==> src/rtl/mem_pkg.sv <==
// Shared types and constants for the MEM-stage SRAM controller.
package mem_pkg;

  localparam int unsigned MEM_ADDR_BASE = 1024;
  localparam int unsigned SRAM_DW       = 16;

  typedef enum logic [1:0] {
    S_IDLE = 2'd0,
    S_LO   = 2'd1,
    S_HI   = 2'd2,
    S_DONE = 2'd3
  } state_e;

  typedef struct packed {
    logic        wr;
    logic [31:0] data;
  } mem_req_t;

endpackage

==> src/rtl/sram_wait_cnt.sv <==
// Per-phase wait counter: reloaded on entry to each half-word phase, flags its final cycle.
module sram_wait_cnt #(
  parameter int unsigned WAIT_CYCLES = 2
) (
  input  logic clk,
  input  logic rst_ni,
  input  logic load_i,
  output logic last_o
);

  localparam int unsigned CW = (WAIT_CYCLES > 1) ? $clog2(WAIT_CYCLES) : 1;

  logic [CW-1:0] cnt_q;

  always_ff @(posedge clk or negedge rst_ni) begin
    if (!rst_ni)                cnt_q <= '0;
    else if (load_i)            cnt_q <= CW'(WAIT_CYCLES - 1);
    else if (cnt_q != '0)       cnt_q <= cnt_q - CW'(1);
  end

  assign last_o = (cnt_q == '0);

endmodule

==> src/rtl/mem_stage_sram_ctrl.sv <==
// MEM-stage data memory: 32-bit loads/stores as two half-word accesses on a 16-bit SRAM.
module mem_stage_sram_ctrl
  import mem_pkg::*;
#(
  parameter int unsigned ADDR_BASE   = MEM_ADDR_BASE,
  parameter int unsigned SRAM_AW     = 18,
  parameter int unsigned WAIT_CYCLES = 2
) (
  input  logic               clk,
  input  logic               rst,
  input  logic               mem_r_en,
  input  logic               mem_w_en,
  input  logic [31:0]        alu_res,
  input  logic [31:0]        val_rm,
  output logic [31:0]        read_data,
  output logic               ready,
  output logic [SRAM_AW-1:0] sram_addr,
  output logic [SRAM_DW-1:0] sram_dq_o,
  input  logic [SRAM_DW-1:0] sram_dq_i,
  output logic               sram_dq_oe,
  output logic               sram_we_n
);

  state_e             state_q;
  mem_req_t           req_q;
  logic [SRAM_AW-2:0] word_q;
  logic [31:0]        rd_q;
  logic [SRAM_AW-1:0] addr_q;
  logic [SRAM_DW-1:0] dq_o_q;
  logic               oe_q, we_n_q;

  logic               req, last, cnt_load;
  logic [31:0]        off;
  logic [SRAM_AW-2:0] word_d;
  logic               unused_off;

  assign req    = mem_r_en | mem_w_en;
  assign off    = alu_res - ADDR_BASE;
  // Byte offset within the word and bits above the SRAM range are dropped: addresses wrap.
  assign word_d     = off[SRAM_AW:2];
  assign unused_off = ^{off[31:SRAM_AW+1], off[1:0]};

  assign cnt_load = ((state_q == S_IDLE) & req) | ((state_q == S_LO) & last);

  sram_wait_cnt #(.WAIT_CYCLES(WAIT_CYCLES)) u_wait (
    .clk    (clk),
    .rst_ni (rst),
    .load_i (cnt_load),
    .last_o (last)
  );

  always_ff @(posedge clk or negedge rst) begin
    if (!rst) begin
      state_q <= S_IDLE;
      req_q   <= '0;
      word_q  <= '0;
      rd_q    <= '0;
      addr_q  <= '0;
      dq_o_q  <= '0;
      oe_q    <= 1'b0;
      we_n_q  <= 1'b1;
    end else begin
      case (state_q)
        S_IDLE: if (req) begin
          state_q    <= S_LO;
          req_q.wr   <= mem_w_en;
          req_q.data <= val_rm;
          word_q     <= word_d;
          addr_q     <= {word_d, 1'b0};
          dq_o_q     <= val_rm[15:0];
          oe_q       <= mem_w_en;
          we_n_q     <= ~mem_w_en;
        end
        // we_n/oe stay asserted across LO->HI; only the address moves.
        S_LO: if (last) begin
          state_q <= S_HI;
          if (!req_q.wr) rd_q[15:0] <= sram_dq_i;
          addr_q  <= {word_q, 1'b1};
          dq_o_q  <= req_q.data[31:16];
        end
        S_HI: if (last) begin
          state_q <= S_DONE;
          if (!req_q.wr) rd_q[31:16] <= sram_dq_i;
          oe_q    <= 1'b0;
          we_n_q  <= 1'b1;
        end
        S_DONE:  state_q <= S_IDLE;
        default: state_q <= S_IDLE;
      endcase
    end
  end

  assign ready      = ((state_q == S_IDLE) & ~req) | (state_q == S_DONE);
  assign read_data  = rd_q;
  assign sram_addr  = addr_q;
  assign sram_dq_o  = dq_o_q;
  assign sram_dq_oe = oe_q;
  assign sram_we_n  = we_n_q;

endmodule

==> config.mk <==
export PLATFORM = sky130hd
export DESIGN_NAME = mem_stage_sram_ctrl
export DESIGN_NICKNAME = d
export VERILOG_FILES = /design/src/rtl/mem_pkg.sv /design/src/rtl/sram_wait_cnt.sv /design/src/rtl/mem_stage_sram_ctrl.sv
export SDC_FILE = /design/constraint.sdc
export NUM_CORES = 1
export LEC_CHECK = 0
export BUFFER_PORTS_ARGS = -buffer_cell sky130_fd_sc_hd__buf_4
export CAP_MARGIN = 5
export CORE_UTILIZATION = 34
export CTS_CLUSTER_SIZE = 20
export DETAILED_ROUTE_END_ITERATION = 8
export GPL_ROUTABILITY_DRIVEN = 0
export GPL_TIMING_DRIVEN = 1
export PLACE_DENSITY = 0.61
export SLEW_MARGIN = 20
export SYNTH_ARGS = -nofsm -noshare
export SYNTH_HDL_FRONTEND = slang
export SYNTH_SLANG_ARGS = --single-unit
==> constraint.sdc <==
create_clock -name clk -period 4.8 [get_ports clk]
set_input_delay 1.44 -clock clk [delete_from_list [all_inputs] [get_ports clk]]
set_output_delay 1.44 -clock clk [all_outputs]
set_load 0.01 [all_outputs]
**Word level (Yosys, flattened, before mapping)**

Index checks and enable logic that the tools add are counted.

- Register bits after elaboration: 121
- Output and inout bits: 69

- Add/sub/neg operators: 2
- Eq/ne operators: 6
- Mux-type cells: 18
- Bitwise gates (word level): 10
- Reductions and logical operators: 9

Operators by type and width:

| cell | number |
|---|---|
| 18-bit 2-to-1 mux | 2 |
| 18-bit one-hot mux with 2 select lines | 1 |
| 16-bit 2-to-1 mux | 2 |
| 16-bit one-hot mux with 2 select lines | 1 |
| 19-bit by 11-bit subtractor with 19-bit output, second input constant | 1 |
| 3-bit AND reduction | 5 |
| 2-bit one-hot mux with 4 select lines | 1 |
| 1-bit 2-to-1 mux | 6 |
| 2-bit 2-to-1 mux | 3 |
| 2-bit inequality test, second input constant | 3 |
| 2-bit == test, second input constant | 2 |
| 1-bit NOT | 4 |
| 1-bit one-hot mux with 2 select lines | 2 |
| 2-bit nonzero test | 2 |
| 1-bit AND | 3 |
| 1-bit OR | 3 |
| 2-bit by 1-bit == test with 1-bit output, second input constant | 1 |
| 2-bit zero test | 1 |
| 2-bit AND reduction | 1 |
| 1-bit subtractor, second input constant | 1 |

**Logic depth before layout (Yosys ltp)**

Gate-level depths: netlist of the first run.

- Word-level depth: 4
- Gate-level depth with buffers: 8
- Mapped depth without buffers: 6

**Cells and area by module**

Synthesis of the first run repeated with hierarchy kept, for this count alone.

- Cell total of the unflattened synthesis: 356
- Area, all modules: 4480.5 µm²

Modules (own cells, without submodules):

| module | instances | cells each | area an instance (µm²) | seq. area each (µm²) |
|---|---|---|---|---|
| mem_stage_sram_ctrl | 1 | 354 | 4451.8 | 2603.7 |
| sram_wait_cnt | 1 | 2 | 28.8 | 25.0 |

**Least setup slack after synthesis of the first run**

OpenSTA, ideal clock, no wires.

- Path kind: input to output
- From: in mem_r_en
- To: out ready
- Arrival: 2.076 ns
- Path slack: 1.284 ns
- Stages on the path: 3
- Cells stage by stage: or3b_1 -> clkbuf_2 -> nand2b_1

- Word-level cells in the longest chain between the ends: 4

Ends and longest elaborated chain:

| what | line | RTL |
|---|---|---|
| start, declared | mem_stage_sram_ctrl.sv:11 | `input logic mem_r_en,` |
| 1-bit OR | mem_stage_sram_ctrl.sv:37 | `assign req = mem_r_en \| mem_w_en;` |
| 1-bit NOT | mem_stage_sram_ctrl.sv:93 | `assign ready = ((state_q == S_IDLE) & ~req) \| (state_q == S_DONE);` |
| 1-bit AND | mem_stage_sram_ctrl.sv:93 |  |
| 1-bit OR | mem_stage_sram_ctrl.sv:93 |  |
| end, declared | mem_stage_sram_ctrl.sv:16 | `output logic ready,` |

No other way between the ends.

**Worst setup path after layout of the first run**

Same ends and word-level chain as after synthesis.

==> impl_results.md, run 1 <==
- Syn Area/Cell: 12.5 um2
- Number of max-cap violations: 0
- Worst path bufs/invs: 2
- Crit path kind: in -> out
- Post-synthesis net count: 445
- IO Count: 153
- Final Cycle Share: 78.9%
- Largest net degree at the start of global routing: 41
- Yosys top cell area share: 58.8%
- Number of flops mapped to enable cells by yosys: 0
- GR Util met1: 16.4%
- Top cells by area, synth: dfrtp_1, mux2_2, mux2i_1
- Die X: 116 um
- Worst slew pin tran: 686 ps
- CTS clk-pin slew, worst paths: 70 ps
- Most common flop cell mapped by yosys: dfrtp_1
- Slowest cell on the critical path: or3b_1
- Number of global-route vias before repair: 3210
- Sequential fraction of the synthesis area: 59.4%
- Met2 Track Usage GR: 27.6%
- Site Rows: 41
- VDD IR-drop max: 0.405 mV
- 1st-iter DRT viols: 94
- Initial antenna violation count: 0
- Crit path arrival time: 2350 ps
- Worst Path Required: 3360 ps
- CTS tree: yes
- Number of setup buffers added after CTS: 0
- Worst hold slack: 481 ps
- Worst path top cell family by delay: simple AND/OR/NAND/NOR gates
- Unrepaired setup endpoints after global routing: no
- Slew headroom: 54.1%
- Clock skew: 5.22 ps
- Synth Instances: 355
- HP Class: reg -> reg
- DIE AREA: 13500 um2
- # clock sinks: 105
- Routed len/inst: 14.7 um
- Crit end category: output port
- Vert. Die Dim: 116 um
- PortBufs: 137
- Count of final hold-check violations: 0
- Overall routing resource usage: 15.5%
- Final #Nets: 582
- Pins Over Slew Limit: 0
- Non-filler instance count after layout: 669
- Via density: 4.68
- Crit path time final: 3790 ps
- Comb pwr share: 43.7%
- Share of layout cells above drive strength 1: 45.1%
- Psw: 1.44 mW
- Worst-path fanout max: 8
- TritonRoute pass-1 iters: 4
- Grt ovf: 0
- Startpoint types: input pin
- PostCTS Resize Cnt: 0
- # diodes: 0
- TritonCTS Buffers: 9
- Power Density: 693 nW/um2
- Cell internal pwr: 2.69 mW
- Synth cell types: 34
- Switching Share: 34.9%
- Via Count: 3131
- Clock root buffer: clkbuf_16
- Crit path cell chain: buf_4 -> or3b_1 -> nand2b_1 -> buf_4
- Clk Latency, worst-skew pair: 350 ps
- # DRC: 0
- Most common cell in the netlist: dfrtp_1
- Inst Count DP: 653
- Clock power frac: 17.9%
- Met3 usage: 7.11%
- Area Growth Syn to Fin: 34.8%
- Critical path's largest stage delay: 520 ps
- Most used routing layer: met2
- Seq pwr share: 38.4%
- Clock H-tree levels: 3
- Final setup vio count: 0
- Synth warnings: 0
- Routed Antenna Nets: 0
- Initial core utilization: 34.9%
- Post-DP HPWL: 7260 um
- LEAKAGE: 2.76 nW
- Filler cell count: 1182
- FF+latch count, synth: 105
- Max Clock Freq: 0.264 GHz
- TNS Setup: 0 ps
- Post-Route WL: 9850 um
- Core area: 12700 um2
- Asr flop ratio synth: 100%
- # hold bufs at CTS: 0
- Clock Tree Buf Depth: 2
- Commonest cells in the netlist: dfrtp_1, mux2_2, nand2_1
- Status: finished clean
- Cell taking the most area after synthesis: dfrtp_1
- Tot Pwr: 4.14 mW
- Critical path's most frequent cell: buf_4
- First-pass GRT wire length: 15600 um
- Multi-input logic area: 1710 um2
- Reg area: 2630 um2
- Cell Area, Synth: 4430 um2
## layer usage
| metal | vias to the layer above | share of wire (%) |
|---|---|---|
| met5 | - | 0 |
| met4 | 0 | 1.1 |
| met3 | 7 | 8.4 |
| met2 | 91 | 49 |
| met1 | 1532 | 41 |
| li1 | 1501 | - |
## sequential cells by signal, indices dropped and copies added, names as in the netlist
signal        cells
state_q           2
req_q            17
read_data        32
sram_addr        18
word_q           17
sram_dq_o        16
u_wait.cnt_q      1
sram_dq_oe        1
sram_we_n         1
## stage by stage
step           instance area [um2]  util (%)  setup slack (ps)
6_report                      5960      47.1              1010
5_1_grt                       5960      47.1               948
4_1_cts                       5960      47.1               993
3_5_place_dp                  5660      44.7               999
3_3_place_gp                  5660      44.7               992
2_1_floorplan                 4430         -              1280
## cell families (layout without fill, tap and decap cells)
family          count (synthesis)  count (layout)  synth area share [%]
buf+inv                        25             167                  2.54
xor+xnor                        7               7                  1.39
mux                            84              84                  20.7
simple gates                   69              69                  6.76
flops                         105             105                  59.4
fa+ha+maj                       6               6                  1.70
compound gates                 59              59                  7.55
## worst register-to-register path, stage by stage, from the launching register on
cell and delay [ps]:
dfrtp_1 400, inv_1 130, ha_1 390, or3b_1 540, o211ai_4 340, buf_4 440
o21ai_0 150
## cell type report
type	instances	area share, %
Clock inverter	7	1.36
Inverter	7	0.441
Sequential cell	105	44.1
Timing Repair Buffer	144	18.1
Multi-Input combinational cell	225	28.6
Tap cell	172	3.61
Clock buffer	9	3.78
## power by group through the flow
stage / Sequential [mW] / Combinational (mW) / Clock (mW)
final: 1.59 / 1.81 / 0.742
after global routing: 1.65 / 2.02 / 0.800
after CTS: 1.59 / 1.85 / 0.775
after detailed placement: 1.61 / 1.85 / 0
after global placement: 1.58 / 1.81 / 0
after floorplan: 1.69 / 0.974 / 0
## placed cells by master, fill, tap and decap left out, drive strengths merged, types with 2 or more instances in the layout
master  Yosys  layout
mux2       59      59
nor2        8       8
nand2b      2       2
xnor2       4       4
clkbuf      5       9
inv         7       7
o211ai      3       3
nand2      48      48
a21oi       5       5
nand3       2       2
dfrtp     104     104
xor2        3       3
a32oi       3       3
o21ai      44      44
mux2i      25      25
nor4        2       2
buf        13     144
ha          6       6
nor3b       3       3
clkinv      0       5
## worst paths after layout
| kind | from | end | slack (ps) | depth (start not counted) |
|---|---|---|---|---|
| min in group asynchronous | rst | sram_dq_o[0] | 1010 | 1 |
| setup / recovery | mem_r_en | ready | 1010 | 4 |
| setup reg to reg | state_q[0] | sram_dq_o[13] | 2280 | 6 |
| hold reg to reg | sram_addr[2] | sram_addr[2] | 480 | 2 |
| max in group asynchronous | rst | sram_dq_o[6] | 2940 | 2 |
| hold / removal | sram_addr[2] | sram_addr[2] | 480 | 2 |
No activity file was read; power rests on OpenSTA's default activity.
==> inputs of run 2 (changes only) <==
--- a/config.mk
+++ b/config.mk
@@ -5,6 +5,7 @@
 export SDC_FILE = /design/constraint.sdc
 export NUM_CORES = 1
 export LEC_CHECK = 0
+export ABC_AREA = 1
 export BUFFER_PORTS_ARGS = -buffer_cell sky130_fd_sc_hd__buf_4
 export CAP_MARGIN = 5
 export CORE_UTILIZATION = 34
@@ -12,7 +13,7 @@
 export DETAILED_ROUTE_END_ITERATION = 8
 export GPL_ROUTABILITY_DRIVEN = 0
 export GPL_TIMING_DRIVEN = 1
-export PLACE_DENSITY = 0.61
+export PLACE_DENSITY = 0.6
 export SLEW_MARGIN = 20
 export SYNTH_ARGS = -nofsm -noshare
 export SYNTH_HDL_FRONTEND = slang
==> constraint.sdc (replaced) <==
create_clock -name clk -period 3.83 [get_ports clk]
set_input_delay 1.149 -clock clk [delete_from_list [all_inputs] [get_ports clk]]
set_output_delay 1.149 -clock clk [all_outputs]
set_load 0.01 [all_outputs]
==> run 2 against run 1 <==
Routed wire length up 18%. Non-clock buffer count down 1. Design area up 3.1%. Combinational power up 33%. Worst hold slack worse by 7.7 ps. Critical endpoint unchanged. Largest power group unchanged. Core utilization down 0.99 points. Via count up 24%. Synthesized area up 5.7%.
==> impl_results.md, run 2 <==
- Commonest cells in the netlist: nand2_1, dfrtp_1, o21ai_0
- Clock root buffer: clkbuf_16
- Synth Instances: 527
- Post-Route WL: 11600 um
- First-pass GRT wire length: 19300 um
- Multi-input logic area: 1730 um2
- Number of global-route vias before repair: 3897
- Final #Nets: 746
- Post-synthesis net count: 617
- Unrepaired setup endpoints after global routing: no
- Core area: 13300 um2
- Pins Over Slew Limit: 0
- Final setup vio count: 0
- Max Clock Freq: 0.328 GHz
- Startpoint types: input pin
- Critical path's most frequent cell: buf_4
- Clock skew: 4.63 ps
- Grt ovf: 0
- Filler cell count: 1350
- Clk Latency, worst-skew pair: 350 ps
- Number of flops mapped to enable cells by yosys: 0
- Clock Tree Buf Depth: 2
- Most common cell after layout, fill and taps aside: nand2_1
- Routed Antenna Nets: 0
- Slew headroom: 38.2%
- Post-DP HPWL: 7970 um
- Via density: 4.63
- Number of max-cap violations: 0
- # DRC: 0
- Yosys top cell area share: 55.6%
- Slowest cell on the critical path: or2_2
- 1st-iter DRT viols: 165
- Most frequent cells in the layout: nand2_1, buf_4, dfrtp_1, o21ai_0, inv_1
- Inst Count DP: 820
- Vert. Die Dim: 119 um
- # hold bufs at CTS: 0
- Top cells by area, synth: dfrtp_1, nand2_1, o21ai_0
- Crit end category: output port
- Number of setup buffers added after CTS: 0
- Initial core utilization: 35.0%
- Site Rows: 42
- PortBufs: 137
- Critical path's largest stage delay: 270 ps
- Worst-path fanout max: 4
- Non-filler instance count after layout: 837
- Final Cycle Share: 79.6%
- Synth cell types: 28
- CTS clk-pin slew, worst paths: 70 ps
- Routed len/inst: 13.9 um
- IO Count: 153
- Count of final hold-check violations: 0
- Hold depth: 2
- Worst slew pin tran: 926 ps
- Syn Area/Cell: 8.87 um2
- HP Class: reg -> reg
- Most common flop cell mapped by yosys: dfrtp_1
- # clock sinks: 105
- Reg2Reg Depth: 6
- Asr flop ratio synth: 100%
- Worst Path Required: 2680 ps
- Largest net degree at the start of global routing: 79
- Synth warnings: 0
- DIE AREA: 14200 um2
- Crit path time final: 3050 ps
- Area Growth Syn to Fin: 31.5%
- Overall routing resource usage: 17.3%
- Sequential fraction of the synthesis area: 56.2%
- Crit path cell chain: buf_4 -> inv_2 -> nand3_1 -> inv_1 -> or2_2 -> buf_4
- TritonRoute pass-1 iters: 4
- VDD IR-drop max: 0.393 mV
- Most common cell in the netlist: nand2_1
- Crit path kind: in -> out
- LEAKAGE: 3.26 nW
- TritonCTS Buffers: 9
- Clock H-tree levels: 3
- Die X: 119 um
- Cell taking the most area after synthesis: dfrtp_1
- TNS Setup: 0 ps
- # diodes: 0
- Share of layout cells above drive strength 1: 28.4%
- Initial antenna violation count: 0
- Power Density: 878 nW/um2
- Largest register FFs: 32
- Reg area: 2630 um2
- Cell Area, Synth: 4680 um2
- Crit path arrival time: 1900 ps
- Status: finished clean
- FF+latch count, synth: 105
- Via Count: 3874
- CTS tree: yes
- PostCTS Resize Cnt: 0
-- run 2: cell types whose count changed after synthesis, sizes merged, moves of 10 or more --
cell and delta:
inv +36, o21ai +10, nor2 +17, o211ai +24, mux2 -59, mux2i -25, nand2 +154, nand3 +10
or2 +17
-- run 2: power by group --
part	internal, mW	switching, mW
Clock	0.572	0.424
Combinational	1.01	1.40
Sequential	1.68	0.311
Total	3.27	2.13
-- run 2: per-layer routing --
| metal | routed length (um) | GRT usage (%) | up-vias |
|---|---|---|---|
| met4 | 236 | 7.20 | 0 |
| li1 | - | - | 1929 |
| met3 | 984 | 6.13 | 18 |
| met1 | 5080 | 22.0 | 1802 |
| met2 | 5330 | 26.8 | 125 |
| met5 | 0 | 0 | - |
-- run 2: final timing paths --
path | from | endpoint | slack, ps
max | mem_w_en | ready | 780
min | req_q[29] | req_q[29] | 470
max reg2reg | state_q[1] | sram_dq_o[15] | 1300
min reg2reg | req_q[29] | req_q[29] | 470
max in group asynchronous | rst | read_data[16] | 2470
min in group asynchronous | rst | sram_addr[10] | 760
-- run 2: area by class of cell --
cell class | count | share of cell area (%)
clock buffers | 9 | 3.66
clock inverters | 7 | 1.55
inverters | 43 | 2.66
multi-input cells | 354 | 28.2
flip-flops and latches | 105 | 42.7
well taps | 176 | 3.58
repair buffers | 143 | 17.7
-- run 2: stage by stage --
stage | instance area, um2 | worst slack [ps] | power, mW | hold slack, ps | util [%]
2_1_floorplan | 4680 | 1030 | 3.53 | 441 | -
3_3_place_gp | 5810 | 789 | 4.38 | 456 | 43.5
3_5_place_dp | 5810 | 775 | 4.47 | 459 | 43.5
4_1_cts | 6130 | 769 | 5.50 | 477 | 45.9
5_1_grt | 6150 | 711 | 5.86 | 497 | 46.1
6_report | 6150 | 781 | 5.40 | 474 | 46.1
-- run 2: logic make-up after synthesis --
| family | synth area share [%] |
|---|---|
| simple gates | 22.1 |
| buf+inv | 6.77 |
| flops | 56.2 |
| fa+ha+maj | 1.61 |
| compound gates | 13.3 |
-- run 2: worst max-delay path, delay by kind of cell --
family	cells	cell delay (ps)
AND/OR/NAND/NOR	2	400
buffers and inverters	4	340
